## src/rtl/mole_button_conditioner.sv

```systemverilog
// mole_button_conditioner: synchronizes and debounces NUM_BTN raw buttons into level, press/release pulses and a press count.
module mole_button_conditioner #(
  parameter int DEBOUNCE_CYCLES = 5000,
  parameter int NUM_BTN = 8
) (
  input  logic               clk,
  input  logic               rst,
  input  logic [NUM_BTN-1:0] btn_raw,
  input  logic               en,
  input  logic               cnt_clr,
  output logic [NUM_BTN-1:0] btn_level,
  output logic [NUM_BTN-1:0] btn_press,
  output logic [NUM_BTN-1:0] btn_release,
  output logic               any_press,
  output logic [7:0]         press_count
);
  localparam int CW = $clog2(DEBOUNCE_CYCLES + 1);
  localparam logic [CW-1:0] LAST = CW'(DEBOUNCE_CYCLES - 1);
  typedef enum logic [1:0] {IDLE, CONF_HI, HIGH, CONF_LO} state_t;
  logic [NUM_BTN-1:0] meta, sync, rise, fall;
  always_ff @(posedge clk or posedge rst)
    if (rst) begin
      meta <= '0;
      sync <= '0;
    end else begin
      meta <= btn_raw;
      sync <= meta;
    end
  for (genvar i = 0; i < NUM_BTN; i++) begin : g_ch
    state_t st, st_nx;
    logic [CW-1:0] cnt, cnt_nx;
    logic lvl, up, dn;
    always_ff @(posedge clk or posedge rst)
      if (rst) begin
        st  <= IDLE;
        cnt <= '0;
        lvl <= 1'b0;
      end else begin
        st  <= st_nx;
        cnt <= cnt_nx;
        lvl <= up ? 1'b1 : dn ? 1'b0 : lvl;
      end
    // The level flips on the edge that takes the DEBOUNCE_CYCLES-th consecutive stable sample.
    always_comb begin
      st_nx  = st;
      cnt_nx = cnt;
      up     = 1'b0;
      dn     = 1'b0;
      case (st)
        IDLE: if (sync[i]) begin
          st_nx  = CONF_HI;
          cnt_nx = CW'(1);
        end
        CONF_HI: if (!sync[i]) begin
          st_nx  = IDLE;
          cnt_nx = '0;
        end else if (cnt == LAST) begin
          st_nx  = HIGH;
          cnt_nx = '0;
          up     = 1'b1;
        end else cnt_nx = cnt + CW'(1);
        HIGH: if (!sync[i]) begin
          st_nx  = CONF_LO;
          cnt_nx = CW'(1);
        end
        CONF_LO: if (sync[i]) begin
          st_nx  = HIGH;
          cnt_nx = '0;
        end else if (cnt == LAST) begin
          st_nx  = IDLE;
          cnt_nx = '0;
          dn     = 1'b1;
        end else cnt_nx = cnt + CW'(1);
      endcase
    end
    assign rise[i]      = up;
    assign fall[i]      = dn;
    assign btn_level[i] = lvl;
  end
  always_ff @(posedge clk or posedge rst)
    if (rst) begin
      btn_press   <= '0;
      btn_release <= '0;
      any_press   <= 1'b0;
      press_count <= '0;
    end else begin
      btn_press   <= en ? rise : '0;
      btn_release <= en ? fall : '0;
      any_press   <= en & |rise;
      press_count <= cnt_clr ? 8'd0 : en ? press_count + 8'($countones(rise)) : press_count;
    end
endmodule

```

## config.mk

```make
export PLATFORM = sky130hd
export DESIGN_NAME = mole_button_conditioner
export DESIGN_NICKNAME = d
export VERILOG_FILES = /design/src/rtl/mole_button_conditioner.sv
export SDC_FILE = /design/constraint.sdc
export NUM_CORES = 1
export LEC_CHECK = 0
export ABC_AREA = 1
export CAP_MARGIN = 5
export CORE_MARGIN = 4
export CORE_UTILIZATION = 45
export CTS_CLUSTER_DIAMETER = 200
export DETAILED_ROUTE_END_ITERATION = 6
export PLACE_DENSITY_LB_ADDON = 0.1
export SETUP_SLACK_MARGIN = 0.5
export SYNTH_ARGS = -nofsm -noshare
export SYNTH_HDL_FRONTEND = slang
export SYNTH_SLANG_ARGS = --single-unit
```

## constraint.sdc

```tcl
create_clock -name clk -period 13.8 [get_ports clk]
set_input_delay 2.76 -clock clk [delete_from_list [all_inputs] [get_ports clk]]
set_output_delay 2.76 -clock clk [all_outputs]
set_load 0.05 [all_outputs]
```

==> results of run 1 <==
cell usage after synthesis (10+ instances only):
| master | n | area [um^2] |
|---|---|---|
| xor2_1 | 20 | 175 |
| inv_1 | 104 | 390 |
| nand2_2 | 19 | 119 |
| inv_2 | 15 | 56.3 |
| nor2_1 | 113 | 424 |
| nor3_1 | 17 | 85.1 |
| o21ai_0 | 63 | 315 |
| dfrtp_1 | 169 | 4230 |
| nand2_1 | 244 | 916 |
| o22ai_1 | 13 | 81.3 |
| o21ai_1 | 19 | 95.1 |
| o31ai_1 | 10 | 75.1 |
| nand3_1 | 68 | 340 |
| a21oi_1 | 36 | 180 |
| nor2_2 | 11 | 68.8 |
| ha_1 | 14 | 175 |
critical path: stages:
cell and delay (ns):
clkdlybuf4s50_1 0.47, inv_6 0.45, buf_4 0.64, buf_4 0.66
power breakdown:
group          leakage, nW  internal [W]  switching, W
Sequential            2.27      0.000548     0.0000502
Clock                0.294      0.000291      0.000200
Combinational         1.94     0.0000924      0.000207
Total                 4.50      0.000932      0.000458
per-layer routing:
metal / up-vias / part of all wire, % / GRT usage (%)
met3: 13 / 3.5 / 3.99
met2: 92 / 47 / 27.5
met4: 0 / 0.76 / 5.70
met1: 3168 / 49 / 24.1
li1: 3470 / - / -
met5: - / 0 / 0
layout by cell type, fill, tap and decap left out, types with 20 or more instances in the layout:
| cell type | Yosys | layout |
|---|---|---|
| a21oi_1 | 36 | 36 |
| nand3_1 | 68 | 68 |
| nor2_1 | 113 | 113 |
| clkdlybuf4s50_1 | 0 | 44 |
| nand2_1 | 244 | 244 |
| o21ai_0 | 63 | 63 |
| dfrtp_1 | 169 | 169 |
| inv_1 | 104 | 103 |
| xor2_1 | 20 | 20 |
how the worst min path moves through the flow:
stage                     endpoint  depth (start not counted)
after detailed placement   sync[3]                          0
after global routing       sync[7]                          0
after global placement     sync[3]                          0
after CTS                  sync[7]                          0
after floorplan            sync[0]                          0
final                      sync[7]                          0
cells by family after synthesis:
family	after synthesis	share of synthesized area, %
XOR/XNOR	22	2.25
flip-flops	169	49.4
AND/OR/NAND/NOR	505	26.2
buffers and inverters	138	6.53
adder cells (fa/ha/maj)	19	3.22
AO/OA/AOI/OAI	180	12.4
final cells by class:
class	count	area [um^2]
Multi-Input combinational cell	726	3770
Inverter	126	478
Tap cell	234	293
Clock buffer	19	443
Sequential cell	169	4230
Clock inverter	13	168
Fill cell	1701	8870
Timing Repair Buffer	46	455
metrics by stage:
stage	util, %	instances	cell area (um^2)	total power, W
2_1_floorplan	-	1033	8560	0.000832
3_3_place_gp	49.3	1301	9230	0.000908
3_5_place_dp	49.3	1301	9230	0.000911
4_1_cts	52.6	1333	9840	0.00141
5_1_grt	52.6	1333	9840	0.00148
6_report	52.6	1333	9840	0.00139
state kept, by name, summed over array words and instances (netlist names), named ones only:
signal / cells
any_press: 1
btn_press: 8
btn_release: 8
g_ch.cnt: 104
g_ch.lvl: 8
g_ch.st: 8
meta: 8
press_count: 8
sync: 8
==> reports/metrics.cfg, run 1 <==
[worst_setup_path]
crit_fanout=65
crit_arrival_ns=5.04
r2r_end=press_count[6]
ff2ff_path_depth=18
crit_path_end_kind=asynchronous set/reset pin
crit_start=rst
endpoint=g_ch[3].cnt[1]
r2r_slack_ns=9.46
startpoint_type=input pin
path_class=input pin to asynchronous set/reset pin
reg2reg_from=g_ch[0].cnt[0]
critical_path_required_ns=14.30

[placement]
gp_congestion=0.835
place_hpwl_um=12600
dp_slack_ns=8.64
io_buffers=44

[synth]
syn-num-nets=1064
async_flop_share_pct=100
synth_edf_count=0
syn_area_per_cell_um2=8.29
synth_cell_types=47
ys.flop_type=dfrtp_1
yosysSeqAreaShare_pct=49.4
synth.cell_area_um2=8560
yosysWarnings=0
ys_ff_latch=169
netlist_instances=1033

[die]
die_w_um=146
std_cell_rows=50
die_h_um=146
die-area_um2=21300
io-pin-count=45
core_um2=18700
start_util_pct=45.8

[timing]
timing.fmax_mhz=220
setup_viol=0
finClkSkew_ns=0.0106
hold_slack_ns=0.346
final-hold-violation-count=0
min_period_over_period_pct=32.9
slew_headroom_pct=43.6
slew_viol_final=0
rsz0062_at_grt=false
finalWorstSetupSlack_ns=9.26
worstMarginPinSlew_ns=0.845
finalCriticalPeriod_ns=4.54
tns_ns=0

[clocking]
clockBufferDepth=2
clock_sinks=169
root_buffer=clkbuf_16
hold_buffers=0
worst_skew_pair.late_latency_ns=0.43
cts_resized=0
cts_tree=built
clk_pin_slew_ns=0.07
cts_setup_buffers=0
cts_buffers=17
cts_max_level=4

[worst_hold_path]
hp-class=flip-flop to flip-flop
min-delay-start=meta[7]

[run]
drv_cap=0

[global_route]
grt_max_degree=66
grt_pass1_wl_um=30900
grt_pass1_vias=6496
grtUsageTotal_pct=17.5
overflow=0
antenna_found_initial=0

[routing]
vias=6743
drtPass1Iterations=5
remaining_drc_errors=0
routed_wirelength_um=17600
drtIter0Drc=296
avgViaCountPerCell=5.06
ant_nets=0
wl_per_cell_um=13.2

[final_layout]
drive_gt1_share_pct=9.28
syn_to_final_growth_pct=14.9
antenna_cells=0
nets=1117

[status]
status=finished clean

[pwr]
vdd_ir_drop_max_mv=0.101
power_density_nw_per_um2=141
leakagePower_nw=4.50

(Power assumes the default switching activity.)
==> run 2, diff against run 1 <==
Clock period 13.8 ns to 4.3 ns, I/O delays scaled along.
==> reports/metrics.cfg, run 2 (synthesis gave the netlist of run 1 again) <==
[status]
status=finished clean  ; unchanged

[pwr]
vdd_ir_drop_max_mv=0.254  ; was 0.101 mV
leakagePower_nw=4.54  ; was 4.50 nW
power_density_nw_per_um2=451  ; was 141 nW/um^2

[clocking]
root_buffer=clkbuf_16  ; unchanged
clockBufferDepth=2  ; unchanged
hold_buffers=0  ; unchanged
clock_sinks=169  ; unchanged
cts_max_level=4  ; unchanged
worst_skew_pair.late_latency_ns=0.43  ; about the same
cts_buffers=17  ; unchanged
cts_tree=built  ; unchanged
clk_pin_slew_ns=0.06  ; was 0.07 ns

[global_route]
grt_pass1_wl_um=31100  ; was 30900 um
overflow=0  ; unchanged
antenna_found_initial=0  ; unchanged
grtUsageTotal_pct=17.6  ; was 17.5%
grt_pass1_vias=6610  ; was 6496
grt_max_degree=86  ; was 66

[die]
die_w_um=146  ; unchanged
std_cell_rows=50  ; unchanged
io-pin-count=45  ; unchanged
core_um2=18700  ; unchanged
die-area_um2=21300  ; unchanged
die_h_um=146  ; unchanged
start_util_pct=45.8  ; unchanged

[final_layout]
drive_gt1_share_pct=11.7  ; was 9.28%
nets=1125  ; was 1117
final_area_um2=10000  ; was 9840 um^2
final_util_pct=53.6  ; was 52.6%
final_common_cell=nand2_1  ; unchanged
final_cell_mix=nand2_1, dfrtp_1, nor2_1, inv_1, nand3_1  ; unchanged
antenna_cells=0  ; unchanged
syn_to_final_growth_pct=17.1  ; was 14.9%
largest_reg_flops=104  ; unchanged
top_register=g_ch.cnt  ; unchanged

[timing]
finClkSkew_ns=0.0107  ; was 0.0106 ns
finalWorstSetupSlack_ns=0.551  ; was 9.26 ns
hold_slack_ns=0.347  ; was 0.346 ns
slew_headroom_pct=42.0  ; was 43.6%
rsz0062_at_grt=true  ; was false
final-hold-violation-count=0  ; unchanged
min_period_over_period_pct=87.2
slew_viol_final=0  ; unchanged
tns_ns=0  ; unchanged
timing.fmax_mhz=267
worstMarginPinSlew_ns=0.869  ; was 0.845 ns
finalCriticalPeriod_ns=3.75
setup_viol=0  ; unchanged

[worst_setup_path]
endpoint=press_count[6]  ; was g_ch[3].cnt[1]
path_class=flip-flop to flip-flop  ; was input pin to asynchronous set/reset pin
critical_path_required_ns=4.65  ; was 14.30 ns
r2r_slack_ns=0.55  ; was 9.46 ns
crit_fanout=4  ; was 65
crit_start=g_ch[0].cnt[0]  ; was rst
r2r_end=press_count[6]  ; unchanged
startpoint_type=flip-flop  ; was input pin
crit_arrival_ns=4.10  ; was 5.04 ns
reg2reg_from=g_ch[0].cnt[0]  ; unchanged
ff2ff_path_depth=18  ; unchanged
crit_path_end_kind=flip-flop  ; was asynchronous set/reset pin

[routing]
wl_per_cell_um=13.0  ; was 13.2 um
routed_wirelength_um=17400  ; was 17600 um
drtIter0Drc=323  ; was 296
ant_nets=0  ; unchanged
vias=6763  ; was 6743
drtPass1Iterations=5  ; unchanged
remaining_drc_errors=0  ; unchanged
avgViaCountPerCell=5.04  ; was 5.06

[placement]
io_buffers=44  ; unchanged
dpl-instance-area_um2=9260  ; was 9230 um^2
place_hpwl_um=12400  ; was 12600 um
dp_slack_ns=0.248  ; was 8.64 ns
gp_congestion=0.856  ; was 0.835

[worst_hold_path]
hp-class=flip-flop to flip-flop  ; unchanged

[run]
drv_cap=0  ; unchanged

## run 2: power breakdown
part	switching, W	internal [W]	leakage, nW
Clock	0.000620	0.00100	0.299
Combinational	0.000669	0.000314	1.98
Sequential	0.000158	0.00176	2.27
Total	0.00145	0.00308	4.54
## run 2: layout make-up
cell class	count	area [um^2]
Multi-Input combinational cell	726	3850
Tap cell	234	293
Clock buffer	21	460
Clock inverter	11	170
Fill cell	1729	8680
Inverter	126	477
Timing Repair Buffer	54	541
Sequential cell	169	4230
## run 2: per-stage QoR
step	std cells	total power [W]
after floorplan	1033	0.00267
after global placement	1302	0.00291
after detailed placement	1302	0.00292
after CTS	1336	0.00459
after global routing	1341	0.00483
final	1341	0.00452
## run 2: worst min path at each step
stage / start / end / slack [ns] / depth (start not counted)
3_3_place_gp: meta[3] / sync[3] / 0.33 / 0
4_1_cts: meta[3] / sync[3] / 0.35 / 0
6_report: meta[3] / sync[3] / 0.35 / 0
2_1_floorplan: meta[0] / sync[0] / 0.33 / 0
5_1_grt: meta[7] / sync[7] / 0.35 / 0
3_5_place_dp: meta[3] / sync[3] / 0.33 / 0
## run 2: routing by layer
layer	wire length [um]	part of all wire [%]	GRT usage [%]	vias up
met5	0	0	0	-
met4	239	1.4	4.61	0
met3	530	3.0	4.02	15
met2	8090	47	28.0	90
met1	8540	49	24.4	3172
li1	-	-	-	3486
## run 2: critical path: stages, from the launching register on
cell     delay (ns)
dfrtp_1        0.38
ha_2           0.19
nand2_2        0.09
inv_2          0.05
nand2_2        0.07
nor2_4         0.04
nand3_4        0.08
inv_2          0.05
fa_1           0.49
inv_1          0.05
fa_1           0.49
fa_1           0.43
fa_2           0.37
fa_2           0.36
o21ai_2        0.16
nand3_2        0.10
o21ai_1        0.13
nand2_1        0.06
nor2_1         0.10
## run 2: timing repair
item                                    CTS  global route
pin swaps                                 1             3
setup buffers                             2             5
endpoints found under the setup margin    4             6
gates resized for setup                   7            17
gates cloned                              0             0
==> run 3, diff against run 2 <==
Settings changed: CORE_UTILIZATION 45 to 57.
==> reports/metrics.cfg, run 3 (synthesis gave the netlist of run 1 again) <==
[status]
status=finished clean  ; unchanged

[final_layout]
final_common_cell=nand2_1  ; unchanged
final_area_um2=9980  ; was 10000 um^2
final_cell_mix=nand2_1, dfrtp_1, nor2_1, inv_1, nand3_1  ; unchanged
drive_gt1_share_pct=12.1  ; was 11.7%
nets=1126  ; was 1125
top_register=g_ch.cnt  ; unchanged
final-instance-count-excl-fill=1292  ; was 1341
multi_input_comb_area_um2=3850  ; about the same
largest_reg_flops=104  ; unchanged
seq_area_um2=4230  ; about the same
antenna_cells=0  ; unchanged
nFillCells=1210  ; was 1729
syn_to_final_growth_pct=16.6  ; was 17.1%

[clocking]
clockBufferDepth=2  ; unchanged
cts_tree=built  ; unchanged
root_buffer=clkbuf_16  ; unchanged
worst_skew_pair.late_latency_ns=0.42  ; was 0.43 ns
cts_buffers=17  ; unchanged
hold_buffers=0  ; unchanged
clock_sinks=169  ; unchanged
clk_pin_slew_ns=0.06  ; about the same
cts_max_level=4  ; unchanged

[die]
io-pin-count=45  ; unchanged
die-area_um2=17000  ; was 21300 um^2
core_um2=14600  ; was 18700 um^2
die_h_um=131  ; was 146 um
std_cell_rows=44  ; was 50
die_w_um=131  ; was 146 um
start_util_pct=58.5  ; was 45.8%

[placement]
place_hpwl_um=11900  ; was 12400 um
io_buffers=44  ; unchanged
gp_congestion=0.852  ; was 0.856
dp.cells=1251  ; was 1302
dpl-instance-area_um2=9180  ; was 9260 um^2

[timing]
rsz0062_at_grt=true  ; unchanged
hold_slack_ns=0.348  ; was 0.347 ns
tns_ns=0  ; unchanged
setup_viol=0  ; unchanged
slew_viol_final=0  ; unchanged
slew_headroom_pct=42.9  ; was 42.0%
finClkSkew_ns=0.00696  ; was 0.0107 ns
finalCriticalPeriod_ns=3.81  ; was 3.75 ns
worstMarginPinSlew_ns=0.855  ; was 0.869 ns
final-hold-violation-count=0  ; unchanged
timing.fmax_mhz=262  ; was 267 MHz
min_period_over_period_pct=88.7  ; was 87.2%

[routing]
wl_per_cell_um=13.2  ; was 13.0 um
remaining_drc_errors=0  ; unchanged
drtPass1Iterations=5  ; unchanged
routed_wirelength_um=17100  ; was 17400 um
drtIter0Drc=363  ; was 323
ant_nets=0  ; unchanged
vias=6831  ; was 6763
avgViaCountPerCell=5.29  ; was 5.04

[worst_setup_path]
r2r_slack_ns=0.49  ; was 0.55 ns
cp_top_family=adder cells  ; unchanged
path_class=flip-flop to flip-flop  ; unchanged
cp_slowest_cell=fa_1  ; unchanged
crit_arrival_ns=4.16  ; was 4.10 ns
crit_fanout=3  ; was 4
crit_path_end_kind=flip-flop  ; unchanged
crit_path_max_incr_delay_ns=0.46  ; was 0.49 ns
critical_path_required_ns=4.65  ; about the same
path_buf_inv=3  ; unchanged
startpoint_type=flip-flop  ; unchanged
crit_chain=ha_2 -> nand2_2 -> inv_2 -> nand2_2 -> nor2_4 -> nand3_2 -> inv_2 -> fa_1 -> inv_1 -> fa_1 -> fa_1 -> fa_2 -> fa_2 -> o21ai_2 -> nand3_2 -> o21ai_1 -> nand2_1 -> nor2_1  ; was ha_2 -> nand2_2 -> inv_2 -> nand2_2 -> nor2_4 -> nand3_4 -> inv_2 -> fa_1 -> inv_1 -> fa_1 -> fa_1 -> fa_2 -> fa_2 -> o21ai_2 -> nand3_2 -> o21ai_1 -> nand2_1 -> nor2_1
cp_common_cell=fa_1  ; unchanged

[global_route]
antenna_found_initial=0  ; unchanged
grt_pass1_wl_um=29200  ; was 31100 um
grt_max_degree=162  ; was 86
grtUsageTotal_pct=21.3  ; was 17.6%
overflow=0  ; unchanged
grt_pass1_vias=6348  ; was 6610

[run]
drv_cap=0  ; unchanged

[pwr]
report.power.total_w=0.00460  ; was 0.00452 W
vdd_ir_drop_max_mv=0.520  ; was 0.254 mV
leakagePower_nw=4.57  ; was 4.54 nW
power_density_nw_per_um2=461  ; was 451 nW/um^2

[worst_hold_path]
hp-class=flip-flop to flip-flop  ; unchanged

## run 3: area by class of cell
class / count / share of cell area, %
Timing Repair Buffer: 55 / 5.37
Clock inverter: 11 / 1.93
Sequential cell: 169 / 42.4
Tap cell: 184 / 2.31
Clock buffer: 21 / 4.62
Inverter: 126 / 4.78
Multi-Input combinational cell: 726 / 38.6
## run 3: power breakdown
group	switching [W]	internal [W]	total, W
combinational	0.000677	0.000327	0.00100
clock	0.000612	0.00106	0.00168
sequential	0.000160	0.00176	0.00192
total	0.00145	0.00315	0.00460
## run 3: worst paths after layout
check | start | end | cells past startpoint
worst min-delay path | meta[4] | sync[4] | 0
worst max-delay path | g_ch[0].cnt[1] | press_count[6] | 18
worst max register to register | g_ch[0].cnt[1] | press_count[6] | 18
min in group asynchronous | rst | g_ch[1].cnt[9] | 2
worst min register to register | meta[4] | sync[4] | 0
max in group asynchronous | rst | g_ch[0].cnt[5] | 3
## run 3: timing repair
action                     CTS  global route
buffers inserted             2             7
pin swaps                    0             6
resized for setup            5            20
setup endpoints to repair    4             6
## run 3: layer usage
layer / vias up / wire length, um / track usage [%]
met5: - / 0 / 0
met2: 126 / 7930 / 33.6
li1: 3501 / - / -
met1: 3183 / 8280 / 30.2
met4: 0 / 219 / 4.90
met3: 21 / 655 / 4.96
## run 3: per-stage QoR
step | utilization (%) | worst slack [ns]
final | 68.1 | 0.488
after global routing | 68.1 | 0.343
after CTS | 67.4 | 0.392
after floorplan | - | 0.504
after detailed placement | 62.7 | 0.291
after global placement | 62.7 | 0.392
## run 3: worst register-to-register path, delay by kind of cell, from the launching register on
| kind | cells | cell delay [ns] |
|---|---|---|
| AOI/OAI and AO/OA | 2 | 0.30 |
| adders and majority gates | 6 | 2.22 |
| buffers and inverters | 3 | 0.23 |
| DFF | 1 | 0.37 |
| and+or+nand+nor | 7 | 0.61 |
